## config.mk

```make
export PLATFORM = sky130hd
export DESIGN_NAME = key_event_ctrl_flat
export DESIGN_NICKNAME = d
export VERILOG_FILES = /design/src/rtl/key_event_ctrl_pkg.sv /design/src/rtl/key_event_ctrl_if.sv /design/src/rtl/key_event_ctrl_event_timer.sv /design/src/rtl/key_event_ctrl.sv /design/src/flat_wrapper.sv
export SDC_FILE = /design/constraint.sdc
export NUM_CORES = 1
export LEC_CHECK = 0
export BUFFER_PORTS_ARGS = -buffer_cell sky130_fd_sc_hd__buf_2
export CORE_AREA = 2 2 69 55
export CTS_CLUSTER_SIZE = 28
export DETAILED_ROUTE_END_ITERATION = 12
export DIE_AREA = 0 0 71 57
export PLACE_DENSITY = 0.68
export SLEW_MARGIN = 10
export SYNTH_ARGS = -nofsm -noshare
export SYNTH_HDL_FRONTEND = slang
export SYNTH_SLANG_ARGS = --single-unit
```

## constraint.sdc

```tcl
create_clock -name sys_clk -period 2.6 [get_ports sys_clk]
set_input_delay 0.39 -clock sys_clk [delete_from_list [all_inputs] [get_ports sys_clk]]
set_output_delay 0.39 -clock sys_clk [all_outputs]
set_load 0.02 [all_outputs]
```

## src/rtl/key_event_ctrl_pkg.sv

```systemverilog
// Shared types and constants for the key-event controller.
// Timer depth defaults target a 100 MHz system clock.
package key_event_pkg;

  typedef enum logic [2:0] {
    ST_IDLE,
    ST_PRESS1,
    ST_WAIT2,
    ST_PRESS2,
    ST_LONG
  } state_e;

  localparam int unsigned LONG_CNT_DEF   = 200_000_000;
  localparam int unsigned REPEAT_CNT_DEF = 20_000_000;
  localparam int unsigned DOUBLE_CNT_DEF = 30_000_000;
  localparam int unsigned CNT_W_DEF      = 28;

  // Debouncer reports a pressed key as a low level.
  localparam logic KEY_PRESSED = 1'b0;

endpackage

```

## src/rtl/key_event_ctrl_if.sv

```systemverilog
// Debouncer-facing inputs and user-event outputs of the key-event controller.
// The master side is the debouncer/consumer pair; the slave side is the controller.
interface key_event_ctrl_if;
  logic key_flag;
  logic key_value;
  logic short_press;
  logic double_press;
  logic long_press;
  logic repeat_press;
  logic key_held;

  modport master (
    output key_flag, key_value,
    input  short_press, double_press, long_press, repeat_press, key_held
  );

  modport slave (
    input  key_flag, key_value,
    output short_press, double_press, long_press, repeat_press, key_held
  );
endinterface

```

## src/rtl/key_event_ctrl_event_timer.sv

```systemverilog
// Free-running gesture timer with synchronous clear.
// Flags the last cycle of each of the three gesture intervals.
module event_timer
  import key_event_pkg::*;
#(
  parameter int unsigned CNT_W      = CNT_W_DEF,
  parameter int unsigned LONG_CNT   = LONG_CNT_DEF,
  parameter int unsigned REPEAT_CNT = REPEAT_CNT_DEF,
  parameter int unsigned DOUBLE_CNT = DOUBLE_CNT_DEF
) (
  input  logic sys_clk,
  input  logic sys_rst,
  input  logic clr,
  output logic long_exp,
  output logic rep_exp,
  output logic dbl_exp
);

  logic [CNT_W-1:0] cnt_q;
  logic [CNT_W-1:0] cnt_d;

  always_comb begin
    cnt_d = clr ? '0 : cnt_q + CNT_W'(1);
  end

  always_ff @(posedge sys_clk) begin
    if (sys_rst) cnt_q <= '0;
    else         cnt_q <= cnt_d;
  end

  assign long_exp = (cnt_q == CNT_W'(LONG_CNT - 1));
  assign rep_exp  = (cnt_q == CNT_W'(REPEAT_CNT - 1));
  assign dbl_exp  = (cnt_q == CNT_W'(DOUBLE_CNT - 1));

endmodule

```

## src/rtl/key_event_ctrl.sv

```systemverilog
// Classifies debounced key activity into short, double, long and auto-repeat
// event pulses. All event outputs are registered one-cycle pulses.
module key_event_ctrl
  import key_event_pkg::*;
#(
  parameter int unsigned LONG_CNT   = LONG_CNT_DEF,
  parameter int unsigned REPEAT_CNT = REPEAT_CNT_DEF,
  parameter int unsigned DOUBLE_CNT = DOUBLE_CNT_DEF,
  parameter int unsigned CNT_W      = CNT_W_DEF
) (
  input  logic             sys_clk,
  input  logic             sys_rst,
  key_event_ctrl_if.slave  bus
);

  state_e state_q, state_d;
  logic   short_q,  short_d;
  logic   double_q, double_d;
  logic   long_q,   long_d;
  logic   repeat_q, repeat_d;
  logic   rep_clr;
  logic   timer_clr;
  logic   long_exp, rep_exp, dbl_exp;
  logic   press, release_ev;

  assign press      = bus.key_flag && (bus.key_value == KEY_PRESSED);
  assign release_ev = bus.key_flag && (bus.key_value != KEY_PRESSED);

  event_timer #(
    .CNT_W      (CNT_W),
    .LONG_CNT   (LONG_CNT),
    .REPEAT_CNT (REPEAT_CNT),
    .DOUBLE_CNT (DOUBLE_CNT)
  ) u_timer (
    .sys_clk  (sys_clk),
    .sys_rst  (sys_rst),
    .clr      (timer_clr),
    .long_exp (long_exp),
    .rep_exp  (rep_exp),
    .dbl_exp  (dbl_exp)
  );

  // NOTE: every always_comb output gets a default first so no path leaves it unassigned (no latch).
  always_comb begin
    state_d  = state_q;
    short_d  = 1'b0;
    double_d = 1'b0;
    long_d   = 1'b0;
    repeat_d = 1'b0;
    rep_clr  = 1'b0;
    // Strobes are tested before expiries so a coincident key event wins;
    // a strobe matching the current key level falls through untouched.
    unique case (state_q)
      ST_IDLE: begin
        if (press) state_d = ST_PRESS1;
      end
      ST_PRESS1: begin
        if (release_ev) begin
          state_d = ST_WAIT2;
        end else if (long_exp) begin
          state_d = ST_LONG;
          long_d  = 1'b1;
        end
      end
      ST_WAIT2: begin
        if (press) begin
          state_d = ST_PRESS2;
        end else if (dbl_exp) begin
          state_d = ST_IDLE;
          short_d = 1'b1;
        end
      end
      ST_PRESS2: begin
        if (release_ev) begin
          state_d  = ST_IDLE;
          double_d = 1'b1;
        end else if (long_exp) begin
          state_d = ST_LONG;
          long_d  = 1'b1;
        end
      end
      ST_LONG: begin
        if (release_ev) begin
          state_d = ST_IDLE;
        end else if (rep_exp) begin
          repeat_d = 1'b1;
          rep_clr  = 1'b1;
        end
      end
      default: state_d = ST_IDLE;
    endcase
  end

  assign timer_clr = (state_d != state_q) || rep_clr;

  // NOTE: sequential state uses non-blocking assignment so all flops update together.
  always_ff @(posedge sys_clk) begin
    if (sys_rst) begin
      state_q  <= ST_IDLE;
      short_q  <= 1'b0;
      double_q <= 1'b0;
      long_q   <= 1'b0;
      repeat_q <= 1'b0;
    end else begin
      state_q  <= state_d;
      short_q  <= short_d;
      double_q <= double_d;
      long_q   <= long_d;
      repeat_q <= repeat_d;
    end
  end

  assign bus.short_press  = short_q;
  assign bus.double_press = double_q;
  assign bus.long_press   = long_q;
  assign bus.repeat_press = repeat_q;
  assign bus.key_held     = (state_q == ST_PRESS1) || (state_q == ST_PRESS2) ||
                            (state_q == ST_LONG);

endmodule

```

## src/flat_wrapper.sv

```systemverilog
// flat-port wrapper written by rule: the top's interface ports become plain ports
module key_event_ctrl_flat import key_event_pkg::*;
#(
  parameter int unsigned LONG_CNT   = LONG_CNT_DEF,
  parameter int unsigned REPEAT_CNT = REPEAT_CNT_DEF,
  parameter int unsigned DOUBLE_CNT = DOUBLE_CNT_DEF,
  parameter int unsigned CNT_W      = CNT_W_DEF
)
  (sys_clk, sys_rst, bus_key_flag, bus_key_value, bus_short_press, bus_double_press, bus_long_press, bus_repeat_press, bus_key_held);
  key_event_ctrl_if bus_i ();
  input  logic sys_clk;
  input  logic sys_rst;
  input wire logic [$bits(bus_i.key_flag)-1:0] bus_key_flag;
  input wire logic [$bits(bus_i.key_value)-1:0] bus_key_value;
  output wire logic [$bits(bus_i.short_press)-1:0] bus_short_press;
  output wire logic [$bits(bus_i.double_press)-1:0] bus_double_press;
  output wire logic [$bits(bus_i.long_press)-1:0] bus_long_press;
  output wire logic [$bits(bus_i.repeat_press)-1:0] bus_repeat_press;
  output wire logic [$bits(bus_i.key_held)-1:0] bus_key_held;
  assign bus_i.key_flag = bus_key_flag;
  assign bus_i.key_value = bus_key_value;
  assign bus_short_press = bus_i.short_press;
  assign bus_double_press = bus_i.double_press;
  assign bus_long_press = bus_i.long_press;
  assign bus_repeat_press = bus_i.repeat_press;
  assign bus_key_held = bus_i.key_held;
  key_event_ctrl #(.LONG_CNT(LONG_CNT), .REPEAT_CNT(REPEAT_CNT), .DOUBLE_CNT(DOUBLE_CNT), .CNT_W(CNT_W)) u_core (.sys_clk(sys_clk), .sys_rst(sys_rst), .bus(bus_i));
endmodule
```

[Word level (Yosys, flattened, before mapping)]
Index checks and enable logic that the tools add are counted.
Word-level totals
  ROM bits: 0
  latch bits: 0
  memories: 0
  output and inout port bits: 5
  RAM bits: 0
  register bits after elaboration: 35
Cells by class
  muxes and demuxes: 14
  reduce and logical (&&, ||, !) cells: 11
  add/subtract/negate cells: 1
  divide/modulo/power cells: 0
  bitwise operators: 4
  shift-type cells: 0
  magnitude comparators: 0
  eq/ne operators: 8
  multipliers: 0
Operators by type and width (count)
  equality test 28 x 25 -> 1 bit, second input constant: 2
  adder 28 x 1 -> 28 bit, second input constant: 1
  equality test 28 bit, second input constant: 1
  two-way mux 3 bit: 7
  case mux 3 bit (5 select lines): 1
  equality test 3 x 2 -> 1 bit, second input constant: 2
  two-way mux 1 bit: 6
  OR reduction 2 bit: 3
  OR reduction 3 bit: 2
  NOT 1 bit: 4
  equality test 3 x 1 -> 1 bit, second input constant: 1
  equality test 3 bit, second input constant: 1
  logical NOT 3 bit: 1
  logical OR 1 bit: 3
  != test 3 bit: 1
  logical AND 1 bit: 2

[Depth between registers and ports, before layout]
  depth after elaboration: 7
  gate-level depth with buffers: 9
  depth with buffers taken out: 7

[Cells and area by module]
From an unflattened synthesis, not the netlist that was laid out.
Second synthesis, totals
  cells, all modules: 204
  area total of the unflattened synthesis: 1719.1 um^2
By module, submodules not included
  event_timer: times used 1, cells an instance 168, seq. area each 560.5 um^2, area an instance 1407.6 um^2
  key_event_ctrl: times used 1, cells an instance 36, seq. area each 140.1 um^2, area an instance 311.5 um^2

[Worst setup path after synthesis]
OpenSTA, ideal clock, no wires.
  kind: reg-to-reg
  start: register u_core.u_timer.cnt_q[0]
  end: register u_core.u_timer.cnt_q[12]
  arrival: 1.933 ns
  cell stages (with the launch flop): 10
  clock period less this slack: 2.047 ns
  path slack: 0.553 ns
  buffers on the path: 2
  required time: 2.485 ns
  cells stage by stage: dfxtp_1 ha_1 and3_1 buf_2 nand3_2 nor4_2 nor3_2 o211ai_4 buf_6 nor2_1
Between the ends
  word-level cells in the longest chain between the ends: 7
Ends and longest elaborated chain
  start, declared: line key_event_ctrl_event_timer.sv:19  | logic [CNT_W-1:0] cnt_q;
  start signal, assigned: line key_event_ctrl_event_timer.sv:28  | else cnt_q <= cnt_d;
  equality test 28 bit / equality test 28 x 25 -> 1 bit (equally long branches): line key_event_ctrl_event_timer.sv:31, key_event_ctrl_event_timer.sv:33
  two-way mux 3 bit, on equally long branches: line key_event_ctrl.sv:60, key_event_ctrl.sv:77, key_event_ctrl.sv:68
  two-way mux 3 bit, on equally long branches: line key_event_ctrl.sv:74, key_event_ctrl.sv:58, key_event_ctrl.sv:66
  case mux 3 bit (5 select lines): line key_event_ctrl.sv:53  | unique case (state_q)
  != test 3 bit: line key_event_ctrl.sv:94  | assign timer_clr = (state_d != state_q) || rep_clr;
  logical OR 1 bit: line key_event_ctrl.sv:94
  OR reduction 2 bit (no source line)
Parallel ways exist; a longest one is shown, timed or not.
A chain may end at the register's enable or synchronous reset.

[Worst setup path after layout]
  start: register u_core.u_timer.cnt_q[0]
  end: register u_core.u_timer.cnt_q[8]
Same word-level chain as after synthesis.

==> reports/metrics.cfg <==
[outcome]
status=finished clean

[worst_setup_path]
crit_path_max_incr_delay_ns=0.61
start_kind=flop
path_max_fanout=14
path_cells=ha_1, and3_1, nand3_2, nor4_2, o32ai_1, o211ai_2, a21oi_1
cp.arrival_ns=2.65
crit_path_end_kind=flop
critPathSlowestCell=o32ai_1
worst-setup-path-type=reg -> reg
required_ns=2.82

[placement]
hpwl_mm=2.50
place_ws_ns=0.187
place_congestion=0.884
port_buffers=8

[clocking]
htree_levels=2
worstSkewPairLatency_ns=0.29
cts_root_buf=clkbuf_8
clock_sinks=35
cts_buffers=5
hold_buffers=0
post-cts-setup-buffers=0
cts_max_path_buffers=2
clk_pin_slew_ns=0.07
cts_tree=yes
cts_resized=0

[route]
wl_per_cell_um=14.8
wl_mm=3.72
avgViaCountPerCell=5.68
drt.antenna.violating_nets=0
drt_pass1_iterations=4
dr_total_vias=1425
drt_iter0_drc=203
drc_errors=0

[global_routing]
grt_first_pass_wirelength_mm=6.12
grt.overflow.total=0
antenna_found_initial=0
first_global_vias=1351
grt_usage_pct=19.6
grt_max_degree=29

[logic_synthesis]
synthFlopType=dfxtp_1
ys_types=41
syn_area_per_cell_sq_um=8.73
synth_nets=201
synth_edf_count=0
ys_seq_elements=35
ys_async_sr_fraction_pct=0
yosysWarnings=0
synth_seq_area_share_pct=41.0
syn_inst=196
netlist_area_sq_um=1710

[layout]
nets=213
drive_gt1_share_pct=12.4
n_antenna_cell=0
nFillCells=323
utilization_pct=54.3
multiInputGateArea_sq_um=963
seq_area_sq_um=701
area_growth_pct=9.44

[sta]
tightestPinTransition_ns=0.711
timing.final.crit_share_pct=93.7
max_slew_margin_pct=52.4
post-route-min-period_ns=2.44
setup_viol=0
skew_ns=0.00692
finalHoldViolCount=0
setup_tns_ns=0
max_clock_freq_mhz=411
maxSlewViolCount=0
finalWorstSetupSlack_ns=0.165

[die]
ios=9
dieHeight_um=57
die-area_sq_um=4050
core_area_sq_um=3450
start_util_pct=49.6
dieWidth_um=71
num_rows=19

[power]
peakVddDrop_uv=298
power.leakage_uw=0.000597
power_density_nw_per_um2=519
totalPowerFinal_uw=971

[hold_path]
hp-class=in -> reg

[run]
maxCapViolCount=0

[synth_stat cells, types with 3 or more instances]
master	number	area [sq um]
nor2_1	41	154
dfxtp_1	35	701
xnor2_1	15	131
nand3_1	13	65.1
xor2_1	10	87.6
nand2_1	9	33.8
nand4_1	8	50.1
nor3_1	6	30.0
nor4_1	6	37.5
and3_1	5	31.3
inv_1	5	18.8
nand2b_1	3	18.8
nor3_2	3	30.0
or4_1	3	22.5
[power by group]
part / switching [uW] / total (uW) / internal, uW
Combinational: 31.1 / 45.5 / 14.4
Clock: 190 / 378 / 188
Sequential: 6.90 / 548 / 541
[flip-flops by register name, indices dropped and copies added, names as in the netlist]
| signal | count |
|---|---|
| u_core.bus.double_press | 1 |
| u_core.bus.long_press | 1 |
| u_core.bus.repeat_press | 1 |
| u_core.bus.short_press | 1 |
| u_core.state_q | 3 |
| u_core.u_timer.cnt_q | 28 |
[metrics by stage]
step | instances | instance area (sq um) | hold slack (ns)
final | 251 | 1870 | 0.364
after global routing | 251 | 1870 | 0.367
after CTS | 250 | 1860 | 0.349
after detailed placement | 242 | 1780 | 0.445
after global placement | 242 | 1780 | 0.443
after floorplan | 196 | 1710 | 0.429
[worst paths after layout]
path / cells past startpoint / slack [ns] / from / to
worst max-delay path: 7 / 0.16 / u_core.u_timer.cnt_q[0]$_SDFF_PP0_ / u_core.u_timer.cnt_q[8]$_SDFF_PP0_
worst min-delay path: 2 / 0.36 / sys_rst / u_core.state_q[1]$_SDFF_PP0_
worst max register to register: 7 / 0.16 / u_core.u_timer.cnt_q[0]$_SDFF_PP0_ / u_core.u_timer.cnt_q[8]$_SDFF_PP0_
worst min register to register: 1 / 0.46 / u_core.u_timer.cnt_q[0]$_SDFF_PP0_ / u_core.u_timer.cnt_q[0]$_SDFF_PP0_
[metal layers]
| layer | GRT usage (%) | vias to the layer above | part of all wire (%) |
|---|---|---|---|
| li1 | - | 721 | - |
| met1 | 26.8 | 656 | 48 |
| met2 | 29.1 | 40 | 45 |
| met3 | 6.89 | 8 | 5.8 |
| met4 | 6.47 | 0 | 1.5 |
| met5 | 0 | - | 0 |
[cell families (layout without fill, tap and decap cells)]
kind of cell / Yosys count / count (layout) / share of synthesized area, %
compound gates: 11 / 12 / 5.27
xor+xnor: 25 / 25 / 12.8
fa+ha+maj: 1 / 1 / 0.731
buf+inv: 11 / 23 / 3.44
flops: 35 / 35 / 41.0
mux: 1 / 1 / 0.585
simple gates: 112 / 112 / 36.2
[cells in the final DEF, fill, tap and decap left out, drive strengths merged, types with 2 or more instances in the layout]
master | netlist | final
a31oi | 2 | 2
and2 | 2 | 2
and3 | 5 | 5
and4 | 2 | 2
buf | 4 | 10
clkbuf | 2 | 7
dfxtp | 35 | 35
inv | 5 | 5
nand2 | 10 | 10
nand2b | 3 | 3
nand3 | 14 | 14
nand4 | 8 | 8
nor2 | 41 | 41
nor3 | 9 | 9
nor4 | 7 | 7
nor4b | 3 | 3
o211ai | 1 | 2
or4 | 3 | 3
xnor2 | 15 | 15
xor2 | 10 | 10
[area by class of cell]
cell class / instances / area share, %
repair buffers: 10 / 2.94
clock inverters: 1 / 0.267
flip-flops and latches: 35 / 37.4
multi-input cells: 151 / 51.5
inverters: 5 / 1.00
well taps: 42 / 2.81
clock buffers: 7 / 4.08
[worst max-delay path, delay by kind of cell, from the launching register on]
kind | cells | cell delay, ns
fa+ha+maj | 1 | 0.24
compound gates | 3 | 1.33
simple gates | 3 | 0.46
flops | 1 | 0.33
(Power assumes the default switching activity.)
